`src/rtl/semafor_pkg.sv`:
```
`default_nettype none
// +----------------------------------------------------------------------------+
// | Module  : semafor_pkg                                                      |
// | Brief   : State encodings, light codes and timing defaults for the car     |
// |           signal controller at the pedestrian crossing.                    |
// | Rev     : 1.0                                                              |
// +----------------------------------------------------------------------------+
package semafor_pkg;

    localparam logic [23:0] C_SEC_DEFAULT = 24'd10000000;

    typedef enum logic [2:0] {
        S_VERDE       = 3'd0,
        S_GALBEN      = 3'd1,
        S_ROSU_PRE    = 3'd2,
        S_PIETONI     = 3'd3,
        S_ROSU_GALBEN = 3'd4,
        S_INTRETINERE = 3'd5
    } state_t;

    // Light codes are {rosu, galben, verde}.
    localparam logic [2:0] C_LIGHT_VERDE       = 3'b001;
    localparam logic [2:0] C_LIGHT_GALBEN      = 3'b010;
    localparam logic [2:0] C_LIGHT_ROSU        = 3'b100;
    localparam logic [2:0] C_LIGHT_ROSU_GALBEN = 3'b110;

    function automatic logic [2:0] light_code(input state_t st, input logic blink);
        case (st)
            S_VERDE:       return C_LIGHT_VERDE;
            S_GALBEN:      return C_LIGHT_GALBEN;
            S_ROSU_GALBEN: return C_LIGHT_ROSU_GALBEN;
            S_INTRETINERE: return {1'b0, blink, 1'b0};
            default:       return C_LIGHT_ROSU;
        endcase
    endfunction

endpackage
`default_nettype wire

```
`src/rtl/semafor_tick_gen.sv`:
```
`default_nettype none
// +----------------------------------------------------------------------------+
// | Module  : semafor_tick_gen                                                 |
// | Brief   : Prescaler with synchronous clear giving 1 s and half-second      |
// |           ticks; shared with the pedestrian signal module.                 |
// | Rev     : 1.0                                                              |
// +----------------------------------------------------------------------------+
module semafor_tick_gen
    import semafor_pkg::*;
#(
    parameter logic [23:0] SEC = C_SEC_DEFAULT
) (
    input  logic clk,
    input  logic reset,
    input  logic clr,
    output logic tick_1s,
    output logic tick_half
);

    localparam logic [23:0] C_LAST = SEC - 24'd1;
    localparam logic [23:0] C_HALF = (SEC >> 1) - 24'd1;

    logic [23:0] r_presc;

    always_ff @(posedge clk or negedge reset) begin
        if (!reset) begin
            r_presc <= '0;
        end else if (clr || (r_presc == C_LAST)) begin
            r_presc <= '0;
        end else begin
            r_presc <= r_presc + 24'd1;
        end
    end

    assign tick_1s   = (r_presc == C_LAST);
    assign tick_half = (r_presc == C_HALF) || tick_1s;

endmodule
`default_nettype wire

```
`src/rtl/semafor_intersectie_ctrl.sv`:
```
`default_nettype none
// +----------------------------------------------------------------------------+
// | Module  : semafor_intersectie_ctrl                                         |
// | Brief   : Car signal controller sequencing the pedestrian module, with     |
// |           maintenance blink and pedestrian-phase watchdog.                 |
// |           Optional: SEMAFOR_PED_COUNT_EN adds ped_count_o.                 |
// | Rev     : 1.0                                                              |
// +----------------------------------------------------------------------------+
module semafor_intersectie_ctrl
    import semafor_pkg::*;
#(
    parameter logic [23:0] SEC           = C_SEC_DEFAULT,
    parameter int          T_MIN_VERDE   = 8,
    parameter int          T_GALBEN      = 3,
    parameter int          T_ROSU_PRE    = 1,
    parameter int          T_ROSU_GALBEN = 2,
    parameter int          PED_TIMEOUT   = 30
) (
    input  logic        clk,
    input  logic        reset,
    input  logic        intretinere,
    input  logic        buton_pietoni,
    input  logic        pietoni_stop,
    output logic        pietoni_start,
    output logic        rosu_o,
    output logic        galben_o,
    output logic        verde_o,
    output logic        cerere_o,
    output logic        fault_o
`ifdef SEMAFOR_PED_COUNT_EN
    ,
    output logic [15:0] ped_count_o
`endif
);

    state_t     r_state;
    state_t     w_state_next;
    logic       w_state_chg;
    logic       w_enter_ped;
    logic       w_tick_1s;
    logic       w_tick_half;
    logic [7:0] r_sec_cnt;
    logic [8:0] w_secs_next;
    logic       r_first;
    logic       r_btn_s1;
    logic       r_btn_s2;
    logic       r_btn_prev;
    logic       w_btn_edge;
    logic       r_cerere;
    logic       r_fault;
    logic       r_start;
    logic       r_blink;
    logic [2:0] r_lights;
    logic       w_ped_stop;
    logic       w_ped_timeout;

    semafor_tick_gen #(
        .SEC       (SEC)
    ) u_tick_gen (
        .clk       (clk),
        .reset     (reset),
        .clr       (w_state_chg),
        .tick_1s   (w_tick_1s),
        .tick_half (w_tick_half)
    );

    assign w_state_chg = (w_state_next != r_state);
    assign w_enter_ped = (w_state_next == S_PIETONI) && (r_state != S_PIETONI);
    assign w_secs_next = {1'b0, r_sec_cnt} + 9'd1;
    assign w_btn_edge  = r_btn_s2 && !r_btn_prev;

    // The done level is ignored on the start-pulse cycle: the pedestrian module
    // may still be reporting its previous phase.
    assign w_ped_stop    = (r_state == S_PIETONI) && !r_first && pietoni_stop;
    assign w_ped_timeout = (r_state == S_PIETONI) && !w_ped_stop && w_tick_1s
                           && (w_secs_next >= 9'(PED_TIMEOUT));

    always_ff @(posedge clk or negedge reset) begin
        if (!reset) begin
            r_state <= S_ROSU_GALBEN;
        end else begin
            r_state <= w_state_next;
        end
    end

    always_comb begin
        w_state_next = r_state;
        case (r_state)
            S_VERDE: begin
                if (intretinere) begin
                    w_state_next = S_INTRETINERE;
                end else if (r_cerere && w_tick_1s && (w_secs_next >= 9'(T_MIN_VERDE))) begin
                    w_state_next = S_GALBEN;
                end
            end
            S_GALBEN: begin
                if (intretinere) begin
                    w_state_next = S_INTRETINERE;
                end else if (w_tick_1s && (w_secs_next >= 9'(T_GALBEN))) begin
                    w_state_next = S_ROSU_PRE;
                end
            end
            S_ROSU_PRE: begin
                if (intretinere) begin
                    w_state_next = S_INTRETINERE;
                end else if (w_tick_1s && (w_secs_next >= 9'(T_ROSU_PRE))) begin
                    w_state_next = S_PIETONI;
                end
            end
            S_PIETONI: begin
                if (w_ped_stop || w_ped_timeout) begin
                    w_state_next = intretinere ? S_INTRETINERE : S_ROSU_GALBEN;
                end
            end
            S_ROSU_GALBEN: begin
                if (intretinere) begin
                    w_state_next = S_INTRETINERE;
                end else if (w_tick_1s && (w_secs_next >= 9'(T_ROSU_GALBEN))) begin
                    w_state_next = S_VERDE;
                end
            end
            S_INTRETINERE: begin
                if (!intretinere) begin
                    w_state_next = S_ROSU_GALBEN;
                end
            end
            default: begin
                w_state_next = S_ROSU_GALBEN;
            end
        endcase
    end

    // Seconds counter saturates so a long idle green never wraps below the minimum.
    always_ff @(posedge clk or negedge reset) begin
        if (!reset) begin
            r_sec_cnt <= '0;
            r_first   <= 1'b1;
        end else begin
            r_first <= w_state_chg;
            if (w_state_chg) begin
                r_sec_cnt <= '0;
            end else if (w_tick_1s && (r_sec_cnt != 8'hFF)) begin
                r_sec_cnt <= r_sec_cnt + 8'd1;
            end
        end
    end

    always_ff @(posedge clk or negedge reset) begin
        if (!reset) begin
            r_btn_s1   <= 1'b0;
            r_btn_s2   <= 1'b0;
            r_btn_prev <= 1'b0;
            r_cerere   <= 1'b0;
        end else begin
            r_btn_s1   <= buton_pietoni;
            r_btn_s2   <= r_btn_s1;
            r_btn_prev <= r_btn_s2;
            if (w_enter_ped) begin
                r_cerere <= 1'b0;
            end else if (w_btn_edge) begin
                r_cerere <= 1'b1;
            end
        end
    end

    always_ff @(posedge clk or negedge reset) begin
        if (!reset) begin
            r_fault  <= 1'b0;
            r_start  <= 1'b0;
            r_blink  <= 1'b1;
            r_lights <= C_LIGHT_ROSU;
        end else begin
            r_fault  <= r_fault || w_ped_timeout;
            r_start  <= w_enter_ped;
            r_lights <= light_code(r_state, r_blink);
            if (w_state_chg) begin
                r_blink <= 1'b1;
            end else if ((r_state == S_INTRETINERE) && w_tick_half) begin
                r_blink <= ~r_blink;
            end
        end
    end

    assign {rosu_o, galben_o, verde_o} = r_lights;
    assign pietoni_start = r_start;
    assign cerere_o      = r_cerere;
    assign fault_o       = r_fault;

`ifdef SEMAFOR_PED_COUNT_EN
    logic [15:0] r_ped_count;

    always_ff @(posedge clk or negedge reset) begin
        if (!reset) begin
            r_ped_count <= '0;
        end else if (w_ped_stop && (r_ped_count != 16'hFFFF)) begin
            r_ped_count <= r_ped_count + 16'd1;
        end
    end

    assign ped_count_o = r_ped_count;
`endif

endmodule
`default_nettype wire

```
`config.mk`:
```
export PLATFORM = sky130hd
export DESIGN_NAME = semafor_intersectie_ctrl
export DESIGN_NICKNAME = d
export VERILOG_FILES = /design/src/rtl/semafor_pkg.sv /design/src/rtl/semafor_tick_gen.sv /design/src/rtl/semafor_intersectie_ctrl.sv
export SDC_FILE = /design/constraint.sdc
export NUM_CORES = 1
export LEC_CHECK = 0
export BUFFER_PORTS_ARGS = -buffer_cell sky130_fd_sc_hd__buf_2
export CORE_UTILIZATION = 35
export DETAILED_ROUTE_END_ITERATION = 8
export PLACE_DENSITY = 0.55
export RECOVER_POWER = 50
export SETUP_SLACK_MARGIN = 0.1
export SLEW_MARGIN = 0
export SYNTH_ARGS = -nofsm -noshare
export SYNTH_HDL_FRONTEND = slang
export SYNTH_HIERARCHICAL = 1
export SYNTH_SLANG_ARGS = --single-unit
```
`constraint.sdc`:
```
create_clock -name clk -period 3.7 [get_ports clk]
set_input_delay 0.74 -clock clk [delete_from_list [all_inputs] [get_ports clk]]
set_output_delay 0.74 -clock clk [all_outputs]
set_load 0.005 [all_outputs]
```
Yosys cells after proc, flatten, opt, wreduce, memory -nomap -nowiden

Cells that the tools add are included.

Register bits after elaboration: 46
Bits in latches: 0
Bits in writable memories: 0
Memory bits (read-only): 0
Bits of input ports: 5
Output and inout port bits: 6
Logic and storage cells: 77
Memories: 0

Add/subtract/negate cells: 3
Multipliers: 0
Div/mod/pow operators: 0
$lt $le $gt $ge: 5
Eq/ne operators: 11
Shift operators: 0
Multiplexer cells: 20
Bitwise operators: 1
Reductions and logical operators: 25

Operators with widths:

| operator                                            | number |
|---|---|
| two-way mux 3 bit                                   | 10 |
| adder 24 x 1 -> 24 bit, second input constant       | 1 |
| == test 24 x 23 -> 1 bit, second input constant     | 1 |
| == test 24 bit, second input constant               | 1 |
| two-way mux 24 bit                                  | 1 |
| >= comparator 9 x 2 -> 1 bit, second input constant | 2 |
| case mux 3 bit (6 select lines)                     | 1 |
| two-way mux 8 bit                                   | 2 |
| logical AND 1 bit                                   | 14 |
| case mux 3 bit (4 select lines)                     | 1 |
| adder 8 x 1 -> 9 bit, second input constant         | 1 |
| == test 3 x 2 -> 1 bit, second input constant       | 3 |
| >= comparator 9 x 1 -> 1 bit, second input constant | 1 |
| >= comparator 9 x 4 -> 1 bit, second input constant | 1 |
| >= comparator 9 x 5 -> 1 bit, second input constant | 1 |
| adder 8 x 1 -> 8 bit, second input constant         | 1 |
| inequality test 8 bit, second input constant        | 1 |
| == test 3 bit, second input constant                | 2 |
| nonzero test 2 bit                                  | 3 |
| two-way mux 1 bit                                   | 5 |
| logical OR 1 bit                                    | 4 |
| == test 3 x 1 -> 1 bit, second input constant       | 1 |
| logical NOT 1 bit                                   | 3 |
| logical NOT 3 bit                                   | 1 |
| 3 further kinds                                     | 3 |

Depth between registers and ports, before layout

Gate-level depths: netlist of the first run.

Depth in word-level cells: 13
Mapped depth: 16
Gate-level depth less buffers: 12

By module

The synthesis of the first run kept the hierarchy.

Modules (own cells, without submodules):

| module                   | times used | cells an instance | area each (um^2) |
|---|---|---|---|
| semafor_intersectie_ctrl | 1          | 162               | 1590.3 |
| semafor_tick_gen         | 1          | 146               | 1325.0 |

Least setup slack after synthesis of the first run

Ideal clock, no wire load.

Path type: register to register
From: reg u_tick_gen.r_presc[14]
To: reg u_tick_gen.r_presc[16]
Arrival: 3.432 ns
Data required time: 3.623 ns
Slack: 0.190 ns
Stages on the path, launching flop included: 15
Path buffers: 3
Path through: dfrtp_1 or4b_2 nor4_1 clkbuf_1 o211ai_1 nor2_1 a2111oi_0 a2111o_1 a31o_1 buf_6 a21o_1 inv_1 o41ai_2 buf_2 a21oi_1

Longest elaborated chain between the ends: 9
Elaborated cells between the ends (all ways): 23
Those cells by class: add/sub: 1; eq/ne: 2; mux: 11; reduce/logical: 9

Ends and longest elaborated chain:

| element                                               | line                                                            | RTL |
|---|---|---|
| start, declared                                       | semafor_tick_gen.sv:23                                          | `logic [23:0] r_presc;` |
| start signal, assigned                                | semafor_tick_gen.sv:31                                          | `r_presc <= r_presc + 24'd1;` |
| == test 24 bit *                                      | semafor_tick_gen.sv:35                                          | `assign tick_1s = (r_presc == C_LAST);` |
| named net w_tick_1s                                   | semafor_intersectie_ctrl.sv:40                                  | `logic w_tick_1s;` |
| logical AND 1 bit (on tied branches)                  | semafor_intersectie_ctrl.sv:92, semafor_intersectie_ctrl.sv:75  |  |
| logical AND 1 bit (on tied branches)                  | semafor_intersectie_ctrl.sv:92, semafor_intersectie_ctrl.sv:76  |  |
| two-way mux 3 bit or logical OR 1 bit (tied branches) | semafor_intersectie_ctrl.sv:92, semafor_intersectie_ctrl.sv:111 |  |
| two-way mux 3 bit (on tied branches)                  | semafor_intersectie_ctrl.sv:90, semafor_intersectie_ctrl.sv:111 |  |
| case mux 3 bit (6 select lines) *                     | semafor_intersectie_ctrl.sv:88                                  | `case (r_state)` |
| inequality test 3 bit *                               | semafor_intersectie_ctrl.sv:67                                  | `assign w_state_chg = (w_state_next != r_state);` |
| named net w_state_chg                                 | semafor_intersectie_ctrl.sv:38                                  | `logic w_state_chg;` |
| logical OR 1 bit *                                    | semafor_tick_gen.sv:28                                          | `end else if (clr \|\| (r_presc == C_LAST)) begin` |
| two-way mux 24 bit *                                  | semafor_tick_gen.sv:28                                          |  |

Mark *: on every way through the listed nets, which the timed path passes. The rest lies on a longest branch.
A chain may end at the register's enable or synchronous reset.

Final worst setup path of the first run

From: reg u_tick_gen.r_presc[18]
To: reg u_tick_gen.r_presc[3]

The elaborated chain is that of the path after synthesis.

==> results of run 1 <==
==> logic make-up (layout without fill, tap and decap cells) <==
logic type / count (synthesis) / in the layout
AOI/OAI and AO/OA: 70 / 72
xor gates and xnor gates: 21 / 21
adders and majority gates: 5 / 5
buffers and inverters: 31 / 42
DFF: 46 / 46
muxes: 1 / 1
and+or+nand+nor: 134 / 134
==> registers in the layout (all words and copies together), names as in the netlist <==
register and flops:
u_tick_gen/r_presc 24, pietoni_start 1, fault_o 1, r_first 1
r_sec_cnt 8, r_btn_s2 1, r_state 3, r_btn_prev 1
r_blink 1, cerere_o 1, r_btn_s1 1, r_lights 3
==> timing repair <==
action                     4_1_cts  5_1_grt
setup buffers                    0        4
setup endpoints to repair        1       23
pin swaps                        1        2
cloned                           2        1
hold buffers                     0        0
resized for setup                2        8
==> per-layer routing <==
| layer | GRT usage (%) | part of all wire, % | wire length [um] |
|---|---|---|---|
| met1 | 22.80 | 50 | 3287 |
| met2 | 24.75 | 45 | 2978 |
| met3 | 3.496 | 3.6 | 234 |
| met4 | 4.359 | 0.93 | 61 |
| met5 | 0 | 0 | 0 |
==> worst max-delay path by stage <==
stage | from | end | slack (ps) | depth (start not counted)
final | u_tick_gen/r_presc[18] | u_tick_gen/r_presc[3] | 320 | 12
after global routing | u_tick_gen/r_presc[16] | u_tick_gen/r_presc[21] | 90 | 13
after detailed placement | u_tick_gen/r_presc[18] | u_tick_gen/r_presc[19] | 110 | 12
after global placement | u_tick_gen/r_presc[18] | u_tick_gen/r_presc[20] | 190 | 12
after CTS | u_tick_gen/r_presc[18] | u_tick_gen/r_presc[10] | 260 | 12
after floorplan | u_tick_gen/r_presc[14] | u_tick_gen/r_presc[16] | 190 | 14
==> per-stage QoR <==
step | power (uW) | utilization, % | area [um^2]
5_1_grt | 997.6 | 41.55 | 3277
3_5_place_dp | 578.8 | 38.77 | 3058
3_3_place_gp | 578.4 | 38.77 | 3058
4_1_cts | 965.2 | 40.77 | 3216
6_report | 955.2 | 41.55 | 3277
2_1_floorplan | 555.2 | - | 2915
==> where the power goes <==
part | total [uW] | switching [uW] | internal [uW] | leakage [uW]
sequential | 519 | 8.37 | 510 | 0.000598
combinational | 53.8 | 36.6 | 17.1 | 0.000612
clock | 383 | 181 | 202 | 0.0000514
==> cell type report <==
class                           instances  area (um^2)
Timing Repair Buffer                   23        150.1
Clock inverter                          2        37.54
Inverter                               11        41.29
Fill cell                             764         4611
Sequential cell                        46         1162
Tap cell                              102        127.6
Clock buffer                            6        72.57
Multi-Input combinational cell        233         1685
==> cells in the final DEF, fill, tap and decap left out, types with 11 or more instances in the layout <==
cell	instances
nand3_1	19
xnor2_1	12
dfrtp_1	37
buf_4	12
nor2_1	28
nand2_1	18
a21oi_1	14
nand4_1	11
==> impl_metrics.env, run 1 <==
export IMPL_status="finished, violations left"
export IMPL_violations="max-capacitance violations, max-slew violations"
export IMPL_post_place_ws_ps=109.6
export IMPL_synth_area_mm2=0.002915
export IMPL_timing_rr_start="u_tick_gen/r_presc[18]"
export IMPL_synth_most_common_cell="dfrtp_1"
export IMPL_hold_path_end="r_btn_s2"
export IMPL_synth_area_leader_cell="dfrtp_1"
export IMPL_clock_path_buffers=2
export IMPL_cts_buffers_inserted=5
export IMPL_setup_viol=0
export IMPL_syn_inst=308
export IMPL_dp_cells=408
export IMPL_post_route_period_util_pct=91.41
export IMPL_crit_path_end_kind="flip-flop"
export IMPL_grt_max_degree=47
export IMPL_p_per_area_mw_per_mm2=291.5
export IMPL_synth_fa_ha_area_share_pct=2.146
export IMPL_grt_ovfl_total=0
export IMPL_gp_congestion=0.8381
export IMPL_ys_top_cells_by_count="dfrtp_1, nor2_1, nand3_1"
export IMPL_rr_worst_depth=12
export IMPL_cts_htree_levels=2
export IMPL_synth_distinct_cells=61
export IMPL_synth_compound_area_share_pct=20.13
export IMPL_synthMuxAreaShare_pct=0.3433
export IMPL_cp_top_family="compound AO/OA/AOI/OAI gates"
export IMPL_synth_top_cell_area_share_pct=36.05
export IMPL_async_reset_ff_share_pct=100.0
export IMPL_post_route_drc_count=0
export IMPL_syn_area_per_cell_um2=9.465
export IMPL_track_usage_pct=16.12
export IMPL_synth_top_family_by_area="simple AND/OR/NAND/NOR gates"
export IMPL_firstDrtPassIters=4
export IMPL_synth_simple_area_share_pct=26.35
export IMPL_finalHoldViolations=0
export IMPL_fin_cells=423
export IMPL_leakage_uw=0.001261
export IMPL_boundaryPins=11
export IMPL_die_h_um=93.27
export IMPL_wl_per_cell_um=15.51
export IMPL_initial_core_util_pct=36.96
export IMPL_cp_max_fo=11
export IMPL_grt_pass1_wl_um=11280
export IMPL_ys_top_cells_by_area="dfrtp_1, dfstp_2, nor2_1, xnor2_1, a211oi_2"
export IMPL_startpoint_type="flip-flop"
export IMPL_worst_path_most_repeated_cell="nor2_1"
export IMPL_slew_violations=47
export IMPL_r2r_end="u_tick_gen/r_presc[3]"
export IMPL_worstMarginPinSlew_ps=2458
export IMPL_port_buffers=10
export IMPL_rsz0062_at_grt="yes"
export IMPL_vdd_ir_drop_max_uv=143.1
export IMPL_fin_tns_setup_ps=0
export IMPL_critical_path_cell_chain="or4b_4, nor4_4, buf_4, o211ai_1, nor2_1, a2111oi_0, a2111o_1, a31o_1, a21o_1, inv_2, o41ai_4, nor2_1"
export IMPL_grt_pass1_vias=2303
export IMPL_postRouteWirelength_um=6560
export IMPL_fp_dieArea_mm2=0.008698
export IMPL_max_freq_mhz=295.7
export IMPL_hold_path_class="flip-flop to flip-flop"
export IMPL_arrival_ps=3600
export IMPL_relSlewSlack_pct=-63.86
export IMPL_layout_min_cycle_time_ps=3382
export IMPL_rows=32
export IMPL_whs_ps=354.5
export IMPL_cap_violations=1
export IMPL_die_w_um=93.27
export IMPL_viasPerCell=5.702
export IMPL_critPathBufInv=2
export IMPL_yosysSeqAreaShare_pct=39.66
export IMPL_cts_clk_slew_worst_paths_ps=100
export IMPL_ys_seq_elements=46
export IMPL_fin_ws_ps=318.0
export IMPL_synth_edf_count=0
export IMPL_num_vias=2412
export IMPL_yosys_warnings=6
export IMPL_layout_drive_gt1_share_pct=19.31
export IMPL_place_hpwl_um=4277
export IMPL_cts_tree="yes"
export IMPL_holdPathStages=0
export IMPL_core_area_mm2=0.007888
export IMPL_cts_sinks=46
export IMPL_final_nets=330
export IMPL_hp_start="r_btn_s1"
export IMPL_critPathKind="flip-flop to flip-flop"
export IMPL_area_growth_pct=12.40
export IMPL_grt_antenna_before_repair=0
export IMPL_diodes=0
export IMPL_clock_root_buffer="clkbuf_8"
export IMPL_synth_main_ff_cell="dfrtp_1"
export IMPL_slowest_delay_ps=580
export IMPL_final_antenna_net_count=0
export IMPL_synthXorXnorAreaFrac_pct=6.309
export IMPL_clock_latency_ps=310
export IMPL_required_ps=3920
export IMPL_fin_worst_skew_ps=19.54
export IMPL_cpMaxStageDelayCell="or4b_4"
export IMPL_syn_nets=318
export IMPL_regToRegSetupSlack_ps=320
export IMPL_drtIter0Drc=92
No activity file was read; power rests on OpenSTA's default activity.
==> run 2, diff against run 1 <==
--- a/config.mk
+++ b/config.mk
@@ -5,11 +5,12 @@
 export SDC_FILE = /design/constraint.sdc
 export NUM_CORES = 1
 export LEC_CHECK = 0
-export BUFFER_PORTS_ARGS = -buffer_cell sky130_fd_sc_hd__buf_2
-export CORE_UTILIZATION = 35
+export CORE_UTILIZATION = 30
 export DETAILED_ROUTE_END_ITERATION = 8
-export PLACE_DENSITY = 0.55
+export DONT_BUFFER_PORTS = 1
+export PLACE_DENSITY = 0.48
 export RECOVER_POWER = 50
+export REMOVE_ABC_BUFFERS = 1
 export SETUP_SLACK_MARGIN = 0.1
 export SLEW_MARGIN = 0
 export SYNTH_ARGS = -nofsm -noshare
==> run 2 against run 1 <==
The flow now finishes without violations. Via count decreased by 3.3%. Routed wire length rose by 5.7%. Flip-flop and latch count did not move. First-iteration DRC count is 12% lower. Global-route usage decreased by 1.3 points. Clock-buffer cell count down 1. Clock skew shrank 6.9 ps. Final area decreased by 1.1%. Critical path type unchanged. Largest power group unchanged. Highest routed layer unchanged.
==> impl_metrics.env, run 2 (synthesis gave the netlist of run 1 again) <==
export IMPL_status="finished, final reports clean"
export IMPL_final_nets=320
export IMPL_dpl_cell_area_mm2=0.003064
export IMPL_leakage_uw=0.001218
export IMPL_firstDrtPassIters=4
export IMPL_cts_clk_slew_worst_paths_ps=100
export IMPL_cts_tree="yes"
export IMPL_cpMaxStageDelayCell="a2111oi_0"
export IMPL_critical_path_cell_chain="and3_1, nand4_1, nor4_1, buf_4, and4b_1, a2111oi_0, a2111o_1, buf_4, nand4_4, a21o_1, inv_2, o41ai_2, a21oi_1"
export IMPL_fin_area_mm2=0.003241
export IMPL_clock_path_buffers=2
export IMPL_grt_max_degree=47
export IMPL_relSlewSlack_pct=48.86
export IMPL_required_ps=3930
export IMPL_grt_pass1_vias=2365
export IMPL_arrival_ps=3640
export IMPL_grt_ovfl_total=0
export IMPL_crit_start="u_tick_gen/r_presc[10]"
export IMPL_p_per_area_mw_per_mm2=292.2
export IMPL_diodes=0
export IMPL_clock_root_buffer="clkbuf_8"
export IMPL_layout_min_cycle_time_ps=3411
export IMPL_die_w_um=100.6
export IMPL_slowest_delay_ps=640
export IMPL_drtIter0Drc=81
export IMPL_track_usage_pct=14.85
export IMPL_layout_drive_gt1_share_pct=15.76
export IMPL_area_growth_pct=11.16
export IMPL_layout_common_cells="dfrtp_1, nor2_1, nand3_1"
export IMPL_cts_buffers_inserted=5
export IMPL_rr_worst_depth=13
export IMPL_die_h_um=100.6
export IMPL_clock_latency_ps=300
export IMPL_boundaryPins=11
export IMPL_crit_path_end_kind="flip-flop"
export IMPL_initial_core_util_pct=31.25
export IMPL_fp_dieArea_mm2=0.01012
export IMPL_timing_rr_start="u_tick_gen/r_presc[10]"
export IMPL_num_vias=2333
export IMPL_finalHoldViolations=0
export IMPL_startpoint_type="flip-flop"
export IMPL_post_route_period_util_pct=92.20
export IMPL_grt_antenna_before_repair=0
export IMPL_worst_path_most_repeated_cell="buf_4"
export IMPL_vdd_ir_drop_max_uv=128.0
export IMPL_hold_path_class="input port to async pin"
export IMPL_cap_violations=0
export IMPL_critPathKind="flip-flop to flip-flop"
export IMPL_setup_viol=0
export IMPL_grt_pass1_wl_um=11940
export IMPL_rsz0062_at_grt="no"
export IMPL_regToRegSetupSlack_ps=290
export IMPL_cts_sinks=46
export IMPL_fin_ws_ps=288.6
export IMPL_layout_commonest_cell="dfrtp_1"
export IMPL_viasPerCell=5.302
export IMPL_crit_end="u_tick_gen/r_presc[21]"
export IMPL_gp_congestion=0.7792
export IMPL_largestRegisters="u_tick_gen/r_presc x24, r_sec_cnt x8"
export IMPL_post_route_drc_count=0
export IMPL_final_antenna_net_count=0
export IMPL_worstMarginPinSlew_ps=758.8
export IMPL_largest_register_ffs=24
export IMPL_postRouteWirelength_um=6937
export IMPL_cp_max_fo=11
export IMPL_top_register="u_tick_gen/r_presc"
export IMPL_wl_per_cell_um=15.77
export IMPL_slew_violations=0
export IMPL_cts_htree_levels=2
export IMPL_rows=35
export IMPL_fin_worst_skew_ps=12.67
export IMPL_r2r_end="u_tick_gen/r_presc[21]"
export IMPL_fin_tns_setup_ps=0
export IMPL_place_hpwl_um=4726
export IMPL_post_place_ws_ps=111.2
export IMPL_max_freq_mhz=293.1
export IMPL_core_area_mm2=0.009328
export IMPL_port_buffers=0
==> run 2: worst min-delay path by stage <==
| stage | end |
|---|---|
| after CTS | r_sec_cnt[1] |
| after global routing | r_lights[0] |
| after detailed placement | r_btn_s2 |
| after global placement | r_btn_s2 |
| final | pietoni_start |
| after floorplan | r_btn_s2 |
==> run 2: area by class of cell <==
| class | count | area [um^2] |
|---|---|---|
| Inverter | 11 | 41.29 |
| Timing Repair Buffer | 13 | 97.59 |
| Clock inverter | 3 | 45.04 |
| Clock buffer | 5 | 68.82 |
| Multi-Input combinational cell | 233 | 1670 |
| Sequential cell | 46 | 1156 |
| Tap cell | 129 | 161.4 |
| Fill cell | 968 | 6087 |
==> run 2: worst max-delay path: cells and delay by family, from the launching register on <==
kind | cells | cell delay (ps)
AO/OA/AOI/OAI | 5 | 1490
AND/OR/NAND/NOR | 5 | 910
buffers and inverters | 3 | 460
flip-flops | 1 | 470
==> run 2: what timing repair did <==
action                                  in CTS  in global routing
buffers inserted                             2                  0
endpoints found under the setup margin       2                 22
gates cloned                                 1                  1
pin swaps                                    1                  0
hold buffers                                 0                  0
gates resized for setup                      1                  2
==> run 2: per-stage QoR <==
step / cells / total power (uW) / hold slack [ps] / utilization (%)
detailed placement: 428 / 564.6 / 341.8 / 32.85
global placement: 428 / 564.3 / 335.8 / 32.85
finish: 440 / 947.0 / 113.5 / 34.74
floorplan: 288 / 551.3 / 331.2 / -
CTS: 439 / 958.8 / 105.1 / 34.53
global route: 440 / 989.2 / 85.61 / 34.74
==> run 2: layer usage <==
layer  global-route usage [%]  vias to the layer above  routed length, um
met4                    3.010                        0                 51
met1                    20.14                     1144               3421
li1                         -                     1157                  -
met5                        0                        -                  0
met3                    2.497                        7                163
met2                    24.92                       25               3301
==> run 2: where the power goes <==
group / leakage, uW / internal (uW) / switching (uW)
sequential: 0.000607 / 510 / 7.73
clock: 0.0000504 / 201 / 186
combinational: 0.000560 / 15.6 / 25.6
